### src/rtl/mem_port_arbiter_pkg.sv
// rtl/mem_port_arbiter_pkg.sv - shared encodings, FSM states and widths for the memory port arbiter
package mem_port_arbiter_pkg;

  localparam int ADDR_W = 16;
  localparam int DATA_W = 8;
  localparam int CNT_W  = 16;

  typedef enum logic [1:0] {
    CS_IDLE  = 2'b00,
    CS_IN    = 2'b01,
    CS_CHECK = 2'b10,
    CS_RUN   = 2'b11
  } cpustate_e;

  typedef enum logic [2:0] {
    S_IDLE,
    S_LOAD,
    S_CHECK,
    S_RUN,
    S_SWITCH
  } state_e;

  // State the arbiter should settle in for a given CPU mode.
  function automatic state_e target_of(input logic [1:0] cs);
    case (cs)
      CS_IN:    return S_LOAD;
      CS_CHECK: return S_CHECK;
      CS_RUN:   return S_RUN;
      default:  return S_IDLE;
    endcase
  endfunction

  // True when state s is the owner for CPU mode cs; S_SWITCH owns no mode.
  function automatic logic state_matches(input state_e s, input logic [1:0] cs);
    case (s)
      S_IDLE:  return cs == CS_IDLE;
      S_LOAD:  return cs == CS_IN;
      S_CHECK: return cs == CS_CHECK;
      S_RUN:   return cs == CS_RUN;
      default: return 1'b0;
    endcase
  endfunction

endpackage

### src/rtl/mem_port_arbiter_sat_counter16.sv
// rtl/mem_port_arbiter_sat_counter16.sv - 16-bit saturating counter with synchronous clear
// Ports:
//   clk, rst  - clock, asynchronous active-high reset
//   clear     - load zero on the next edge (wins over inc)
//   inc       - count up by one, sticking at all-ones
//   q         - current count
module sat_counter16
  import mem_port_arbiter_pkg::*;
(
  input  logic             clk,
  input  logic             rst,
  input  logic             clear,
  input  logic             inc,
  output logic [CNT_W-1:0] q
);

  logic [CNT_W-1:0] r_q;

  always_ff @(posedge clk or posedge rst) begin
    if (rst) begin
      r_q <= '0;
    end else if (clear) begin
      r_q <= '0;
    end else if (inc && (r_q != {CNT_W{1'b1}})) begin
      r_q <= r_q + 1'b1;
    end
  end

  assign q = r_q;

endmodule

### src/rtl/mem_port_arbiter.sv
// rtl/mem_port_arbiter.sv - hands the single synchronous RAM port to loader, checker or CPU by CPU mode
// Ports:
//   clk, rst                         - clock, asynchronous active-high reset
//   cpustate                         - CPU mode 00 IDLE / 01 IN / 10 CHECK / 11 RUN
//   ld_req/ld_addr/ld_wdata/ld_gnt   - loader write channel (granted in IN)
//   ck_req/ck_addr/ck_gnt            - checker read request (granted in CHECK)
//   ck_valid/ck_rdata                - checker read data, one cycle after ck_gnt
//   cpu_read/cpu_write/cpu_addr/
//   cpu_wdata/cpu_rdata/cpu_ready    - CPU pass-through (RUN)
//   mem_rd/mem_wr/mem_addr/
//   mem_wdata/mem_rdata              - RAM port, read data one cycle after mem_rd
//   ld_count                         - saturating count of writes in the current IN session
//   illegal_req                      - sticky flag for requests made outside their owning mode
module mem_port_arbiter
  import mem_port_arbiter_pkg::*;
(
  input  logic              clk,
  input  logic              rst,
  input  logic [1:0]        cpustate,
  input  logic              ld_req,
  input  logic [ADDR_W-1:0] ld_addr,
  input  logic [DATA_W-1:0] ld_wdata,
  output logic              ld_gnt,
  input  logic              ck_req,
  input  logic [ADDR_W-1:0] ck_addr,
  output logic              ck_gnt,
  output logic              ck_valid,
  output logic [DATA_W-1:0] ck_rdata,
  input  logic              cpu_read,
  input  logic              cpu_write,
  input  logic [ADDR_W-1:0] cpu_addr,
  input  logic [DATA_W-1:0] cpu_wdata,
  output logic [DATA_W-1:0] cpu_rdata,
  output logic              cpu_ready,
  output logic              mem_rd,
  output logic              mem_wr,
  output logic [ADDR_W-1:0] mem_addr,
  output logic [DATA_W-1:0] mem_wdata,
  input  logic [DATA_W-1:0] mem_rdata,
  output logic [CNT_W-1:0]  ld_count,
  output logic              illegal_req
);

  state_e     r_state;
  state_e     w_state_nx;
  logic [1:0] r_cs_prev;
  logic       r_rd_pending;
  logic       r_illegal;

  logic w_match;
  logic w_own;
  logic w_cs_changed;
  logic w_in_load;
  logic w_in_check;
  logic w_in_run;
  logic w_illegal_set;
  logic w_cnt_clear;

  assign w_in_load    = (r_state == S_LOAD);
  assign w_in_check   = (r_state == S_CHECK);
  assign w_in_run     = (r_state == S_RUN);
  assign w_match      = state_matches(r_state, cpustate);
  // A mode change is only trusted once it has been stable for a cycle, so
  // nothing is granted on the cycle cpustate moves.
  assign w_cs_changed = (cpustate != r_cs_prev);
  assign w_own        = w_match && !w_cs_changed;

  always_comb begin
    w_state_nx = r_state;
    ld_gnt     = 1'b0;
    ck_gnt     = 1'b0;
    mem_rd     = 1'b0;
    mem_wr     = 1'b0;
    mem_addr   = '0;
    mem_wdata  = '0;
    cpu_ready  = 1'b0;
    cpu_rdata  = '0;

    case (r_state)
      S_SWITCH: w_state_nx = target_of(cpustate);
      // Hold CHECK one extra cycle so an in-flight read lands before the
      // port changes hands.
      S_CHECK:  if (!w_match && !r_rd_pending) w_state_nx = S_SWITCH;
      default:  if (!w_match) w_state_nx = S_SWITCH;
    endcase

    case (r_state)
      S_LOAD: begin
        if (w_own && ld_req) begin
          ld_gnt    = 1'b1;
          mem_wr    = 1'b1;
          mem_addr  = ld_addr;
          mem_wdata = ld_wdata;
        end
      end
      S_CHECK: begin
        if (w_own && ck_req) begin
          ck_gnt   = 1'b1;
          mem_rd   = 1'b1;
          mem_addr = ck_addr;
        end
      end
      S_RUN: begin
        cpu_ready = 1'b1;
        cpu_rdata = mem_rdata;
        if (w_own) begin
          // A simultaneous read and write keeps only the read.
          mem_rd    = cpu_read;
          mem_wr    = cpu_write && !cpu_read;
          mem_addr  = cpu_addr;
          mem_wdata = cpu_wdata;
        end
      end
      default: ;
    endcase
  end

  assign w_illegal_set = (ld_req && !w_in_load)
                      || (ck_req && !w_in_check)
                      || ((cpu_read || cpu_write) && !w_in_run)
                      || (w_in_run && cpu_read && cpu_write);

  always_ff @(posedge clk or posedge rst) begin
    if (rst) begin
      r_state      <= S_IDLE;
      r_cs_prev    <= CS_IDLE;
      r_rd_pending <= 1'b0;
      r_illegal    <= 1'b0;
    end else begin
      r_state      <= w_state_nx;
      r_cs_prev    <= cpustate;
      r_rd_pending <= ck_gnt;
      if (w_illegal_set) r_illegal <= 1'b1;
    end
  end

  assign ck_valid    = r_rd_pending;
  assign ck_rdata    = r_rd_pending ? mem_rdata : '0;
  assign illegal_req = r_illegal;

  // Count restarts on the edge that enters LOAD so the first LOAD cycle reads 0.
  assign w_cnt_clear = (r_state != S_LOAD) && (w_state_nx == S_LOAD);

  sat_counter16 u_ld_count (
    .clk   (clk),
    .rst   (rst),
    .clear (w_cnt_clear),
    .inc   (ld_gnt),
    .q     (ld_count)
  );

endmodule

### config.mk
export PLATFORM = sky130hd
export DESIGN_NAME = mem_port_arbiter
export DESIGN_NICKNAME = d
export VERILOG_FILES = /design/src/rtl/mem_port_arbiter_pkg.sv /design/src/rtl/mem_port_arbiter_sat_counter16.sv /design/src/rtl/mem_port_arbiter.sv
export SDC_FILE = /design/constraint.sdc
export NUM_CORES = 1
export LEC_CHECK = 0
export ABC_CLOCK_PERIOD_IN_PS = 3310
export BUFFER_PORTS_ARGS = -buffer_cell sky130_fd_sc_hd__buf_4
export CAP_MARGIN = 20
export CORE_UTILIZATION = 43
export CTS_CLUSTER_DIAMETER = 200
export DETAILED_ROUTE_END_ITERATION = 10
export MAX_ROUTING_LAYER = met4
export PLACE_DENSITY = 0.84
export SLEW_MARGIN = 25
export SYNTH_ARGS = -nofsm -noshare
export SYNTH_HDL_FRONTEND = slang
export SYNTH_SLANG_ARGS = --single-unit
export TNS_END_PERCENT = 30
### constraint.sdc
create_clock -name clk -period 3.31 [get_ports clk]
set_input_delay 0.4965 -clock clk [delete_from_list [all_inputs] [get_ports clk]]
set_output_delay 0.4965 -clock clk [all_outputs]
set_load 0.005 [all_outputs]
# Yosys cells after proc, flatten, opt, wreduce, memory -nomap -nowiden
# Index checks and enable logic that the tools add are counted.
totals:
  wordCells: 68
  register_bits: 23
  output_inout_bits: 63
  in_bits: 80
op_classes:
  mux: 25
  reduce_logical: 26
  eq_ne: 11
  addsub: 1
ops:
  columns: ["cell", "n"]
  rows:
  - ["$mux W16", 5]
  - ["$pmux W16 S3", 1]
  - ["$mux W8", 4]
  - ["$add A16 B1 Y16 const B", 1]
  - ["$ne A16 B16 Y1 const B", 1]
  - ["$pmux W8 S2", 1]
  - ["$logic_and A1 B1 Y1", 12]
  - ["$logic_not A1 Y1", 7]
  - ["$mux W1", 7]
  - ["$eq A3 B1 Y1 const B", 2]
  - ["$eq A3 B2 Y1 const B", 2]
  - ["$mux W3", 2]
  - ["$pmux W2 S3", 1]
  - ["$pmux W3 S2", 1]
  - ["$eq A2 B2 Y1 const B", 2]
  - ["$logic_or A1 B1 Y1", 4]
  - ["$pmux W1 S2", 2]
  - ["$pmux W1 S4", 1]
  - ["$eq A3 B3 Y1 const B", 1]
  - ["$logic_not A3 Y1", 1]
  - ["$ne A3 B1 Y1 const B", 1]
  - ["$eq A2 B1 Y1 const B", 1]
  - ["$logic_not A2 Y1", 1]
  - ["$ne A2 B2 Y1", 1]
  - ["$reduce_bool A2 Y1", 1]

# Longest topological paths before layout
logic_depth:
  depth_word: 9
  mapped_depth: 8
  mapped_depth_nobuf: 6

# By module
# A second synthesis with hierarchy kept.
hier_totals:
  hier_cells: 277
  area_unflattened_um2: 2190.9
modules_own_cells:
  columns: ["mod", "area_per_inst_um2", "cells_per_inst", "seq_area_each_um2", "instances"]
  rows:
  - ["mem_port_arbiter", 1258.7, 176, 175.2, 1]
  - ["sat_counter16", 932.1, 101, 400.4, 1]

# Worst setup path after synthesis
# OpenSTA, ideal clock, no wires.
synth_timing:
  path_type: "in2out"
  startpoint: "input cpustate[0]"
  endpoint: "output mem_addr[0]"
  path_stages: 6
  slack_ps: 1063
  t_required_ps: 2813
  n_path_buf: 1
  t_arrival_ps: 1751
  cell_sequence: "xor2_1 -> or3_4 -> nor3_4 -> buf_4 -> a222oi_1 -> inv_1"
synth_via:
  elab_chain_len: 6
  elab_cells_between_ends: 14
synth_rtl:
  columns: ["item", "line", "rtl"]
  rows:
  - ["start: declaration", "mem_port_arbiter.sv:19", "input logic [1:0] cpustate,"]
  - ["$eq A2 B2 Y1, or another cell as far along", "mem_port_arbiter_pkg.sv:39", "S_RUN: return cs == CS_RUN;"]
  - ["$pmux W1 S4 or $logic_not A1 Y1 (tied branches)", "mem_port_arbiter_pkg.sv:35, mem_port_arbiter.sv:66", null]
  - ["$logic_and A1 B1 Y1 *", "mem_port_arbiter.sv:66", "assign w_own = w_match && !w_cs_changed;"]
  - ["$logic_and A1 B1 Y1, on equally long branches", "mem_port_arbiter.sv:97, mem_port_arbiter.sv:89", null]
  - ["$mux W16, on equally long branches", "mem_port_arbiter.sv:97, mem_port_arbiter.sv:89", null]
  - ["$pmux W16 S3 *", "mem_port_arbiter.sv:87", "case (r_state)"]
  - ["end: declaration", "mem_port_arbiter.sv:37", "output logic [ADDR_W-1:0] mem_addr,"]
# Mark *: on every way between the ends. The rest lies on a longest branch, timed or not.

# Final worst setup path
layout_timing:
  startpoint: "register r_state[1]"
  endpoint: "output mem_addr[1]"
layout_via:
  elab_chain_len: 6
  elab_cells_between_ends: 12
layout_rtl:
  columns: ["item", "line", "rtl"]
  rows:
  - ["start: declaration", "mem_port_arbiter.sv:44", "state_e r_state;"]
  - ["start signal: assignment", "mem_port_arbiter.sv:130", "r_state <= w_state_nx;"]
  - ["$eq A3 B2 Y1, or another cell as far along", "mem_port_arbiter_pkg.sv:35, mem_port_arbiter.sv:87", null]
  - ["$pmux W1 S4", "mem_port_arbiter_pkg.sv:35", "case (s)"]
  - ["$logic_and A1 B1 Y1", "mem_port_arbiter.sv:66", null]
  - ["$logic_and A1 B1 Y1, on equally long branches", "mem_port_arbiter.sv:97, mem_port_arbiter.sv:89", null]
  - ["$mux W16, on equally long branches", "mem_port_arbiter.sv:97, mem_port_arbiter.sv:89", null]
  - ["$pmux W16 S3 *", "mem_port_arbiter.sv:87", null]
# Marks and branches as above.

==> results.txt <==
The run finished with clean final reports. The largest total area in the synthesized netlist belongs to dfrtp_1. The setup TNS is 0 ps. The peak fanout along the critical path is 26.

The clock-pin slew reported for the worst setup and hold paths after clock tree synthesis came out at 80 ps. In the routed layout, each cell is associated on average with a via count of 5.78. The number of post-CTS setup repair buffers is 0. The routed length per placed instance came out at ~15 µm. The full die area is 0.00462 mm². The clock period minus final worst setup slack is between 2000 and 3000 ps. The placement row count is 23.

The clock latency at the later pin of the worst-skew pair is 260 ps. The number of nets in the synthesized netlist is ~300. The average footprint of a synthesized cell came out at about 8.5 µm². Counting distinct cell types in the post-synthesis netlist gives 47. The area added between synthesis and finish is 58.5%. The CTS tree is built. The cell area power density came out at 269 mW/mm². The final layout net count is 437. The die width came out at about 68 µm.

The tightest hold path in the finished design has a slack of roughly 380 ps. TritonCTS created 3 clock buffers. Setup repair after global routing left no endpoint under its margin. The number of port buffers came out at 142. The instance count of the mapped netlist is about 220. After detailed placement, the design holds a cell count of roughly 400. The cell at the root of the clock tree is clkbuf_8. The I/O pin count is 143.

The post-synthesis instance area is 0.00187 mm². The detail route stage leaves a number of antenna-violating nets equal to 0. The final hold violation count came out at 0. Data on the critical path is required at its endpoint by 2810 ps. The number of antenna violations at the first check in global routing is 0. The repair_antennas step left the layout with diodes totalling 0.

The total chip power is 799 µW. The share of cells above drive strength 1 came out at 45.1%. The initial core utilization is between 40 and 50%.

Derived from the worst setup path, the maximum achievable clock frequency is 349 MHz. The total vias in the final route is 2341. The total number of yosys warnings came out at 0. The critical path is of the flip-flop to output pin type. The placed wire-length estimate after detailed placement came out at roughly 4.7 mm. The wire length of the first global-routing pass is 8.98 mm. The number of sinks handled by clock tree synthesis is 23. The flip-flop and latch count after synthesis is 23. The portion of synthesized cell area occupied by the leading cell type came out at 30.8%.

The number of standard cells in the layout, taps in and fillers out came out at 405. The worst relative slew slack is between 40% and 50%. Cells fill 72.5% of the core in the end.

The worst setup path is launched from a flip-flop. Sorting the synthesized cells by area gives the leading types as dfrtp_1 (31%), a222oi_1 (7.0%), inv_1 (4.0%), nand2_1 (3.8%), a22o_1 (3.7%). At the worst endpoint, the arrival time is about 2400 ps. The worst-case clock skew came out at 0.965 ps. The core area came out at 0.00409 mm². The number of max-slew violations in the final report is 0. The sequential share of the synthesized area is 30.8%. The worst-case clock buffer depth is 2. The final weighted congestion in routability-driven placement is 0.805. In the finished design, the share of the clock period the worst path needs comes to 86.6%. STA classifies the critical path endpoint as an output pin.

The total of max-cap violations is 0. The setup-violating endpoint count in the final report is 0. In this run the worst hold path is classified as input pin to flip-flop.

The maximum level of the CTS H-tree is 1. The aggregate global-route resource usage is 26.1%. Gates resized during post-CTS repair numbered 0.

The DRC violation count after routing came out at 0. The leakage power summed over all cells is 0.00159 µW. In the layout the commonest cells are buf_4 (145), dfrtp_1 (23), inv_1 (20).

The number of hold-repair buffers added at the cts stage is 0. The number of DRC violations after detailed-routing iteration 0 came out at 201. The first TritonRoute pass finished after 6 iterations. The total congestion overflow after global routing came out at 0. The number of global-route vias before repair came to 1950. The leading cell type in the layout, fill and taps excluded is buf_4. The final layout contains routed wiring with a total length of 6.22 mm. The largest net degree at the start of global routing is 30. The worst-margin pin slew is 873 ps.

Measured along the y axis, the die boundary spans around 68 µm. The worst ir drop on vdd came out at roughly 0.15 mV.
-- flip-flops by register name, summed over array words and instances, names as in the netlist --
name and count:
ck_valid 1, illegal_req 1, r_cs_prev 2, r_state 3, u_ld_count.q 16
-- synthesized netlist by cell type, drive strengths merged --
| library cell | instances |
|---|---|
| a21o | 1 |
| o22ai | 2 |
| mux2i | 2 |
| clkbuf | 4 |
| or3 | 6 |
| maj3 | 1 |
| and3b | 1 |
| xnor2 | 2 |
| a21oi | 14 |
| nor3 | 6 |
| nand2 | 19 |
| nand4 | 8 |
| nor4 | 2 |
| a31o | 1 |
| buf | 11 |
| ha | 1 |
| and2 | 9 |
| o211ai | 2 |
| nand4bb | 1 |
| and3 | 10 |
| dfrtp | 23 |
| a22oi | 3 |
| o21ai | 6 |
| xor2 | 3 |
| nand3 | 12 |
| a222oi | 13 |
| o21a | 1 |
| nor2 | 8 |
| inv | 20 |
| nand2b | 2 |
| a32o | 1 |
| nor2b | 3 |
| nor3b | 1 |
| or4 | 8 |
| and4 | 1 |
| o31ai | 5 |
| a22o | 8 |
-- metal layers --
layer	vias to the layer above	global-route usage (%)	routed length (µm)
met5	-	-	0
met2	118	42.3	3260
met1	1111	34.4	2460
met4	0	5.47	40
met3	6	3.83	449
li1	1106	-	-
-- final timing paths --
| kind | cells past startpoint | slack [ps] | start | endpoint |
|---|---|---|---|---|
| worst max register to register | 5 | 800 | r_state[1]$_DFF_PP0_ | u_ld_count.q[9]$_DFFE_PP0P_ |
| worst min register to register | 2 | 480 | illegal_req$_DFFE_PP0P_ | illegal_req$_DFFE_PP0P_ |
| worst min-delay path | 1 | 380 | cpustate[0] | r_cs_prev[0]$_DFF_PP0_ |
| worst max-delay path | 7 | 440 | r_state[1]$_DFF_PP0_ | mem_addr[1] |
| max in group asynchronous | 2 | 2360 | rst | r_cs_prev[0]$_DFF_PP0_ |
| min in group asynchronous | 2 | 410 | rst | u_ld_count.q[12]$_DFFE_PP0P_ |
-- final cells by class --
type                       instances  area [µm²]
fill                             343        1120
multi-input combinational        163        1120
timing repair buffer             145        1090
sequential                        23         576
inverter                          20        75.1
tap                               50        62.6
clock buffer                       4        45.0
-- through the flow --
stage / worst slack [ps] / cell area, µm²
6_report: 443 / 2960
5_1_grt: 268 / 2960
4_1_cts: 461 / 2960
3_5_place_dp: 740 / 2920
3_3_place_gp: 764 / 2920
2_1_floorplan: 1060 / 1870
-- kinds of logic after synthesis --
logic type	Yosys count	share of synthesized area, %
AOI/OAI and AO/OA	57	23.5
xor gates and xnor gates	5	2.34
adders and majority gates	2	1.20
buffers and inverters	35	9.83
DFF	23	30.8
muxes	2	1.07
and+or+nand+nor	97	31.2
-- critical path: stages, from the launching register on --
cell	delay, ps
dfrtp_1	690
xor2_1	180
or3_4	420
nor3_4	180
buf_4	290
a222oi_1	160
inv_1	80
buf_4	100
-- where the power goes --
part | total, µW | switching (µW) | leakage, µW | internal, µW
clock network | 174 | 87.7 | 0.0000228 | 85.9
registers | 355 | 55.9 | 0.000307 | 299
logic | 270 | 130 | 0.00126 | 140
total | 799 | 273 | 0.00159 | 525
(Power assumes the default switching activity.)
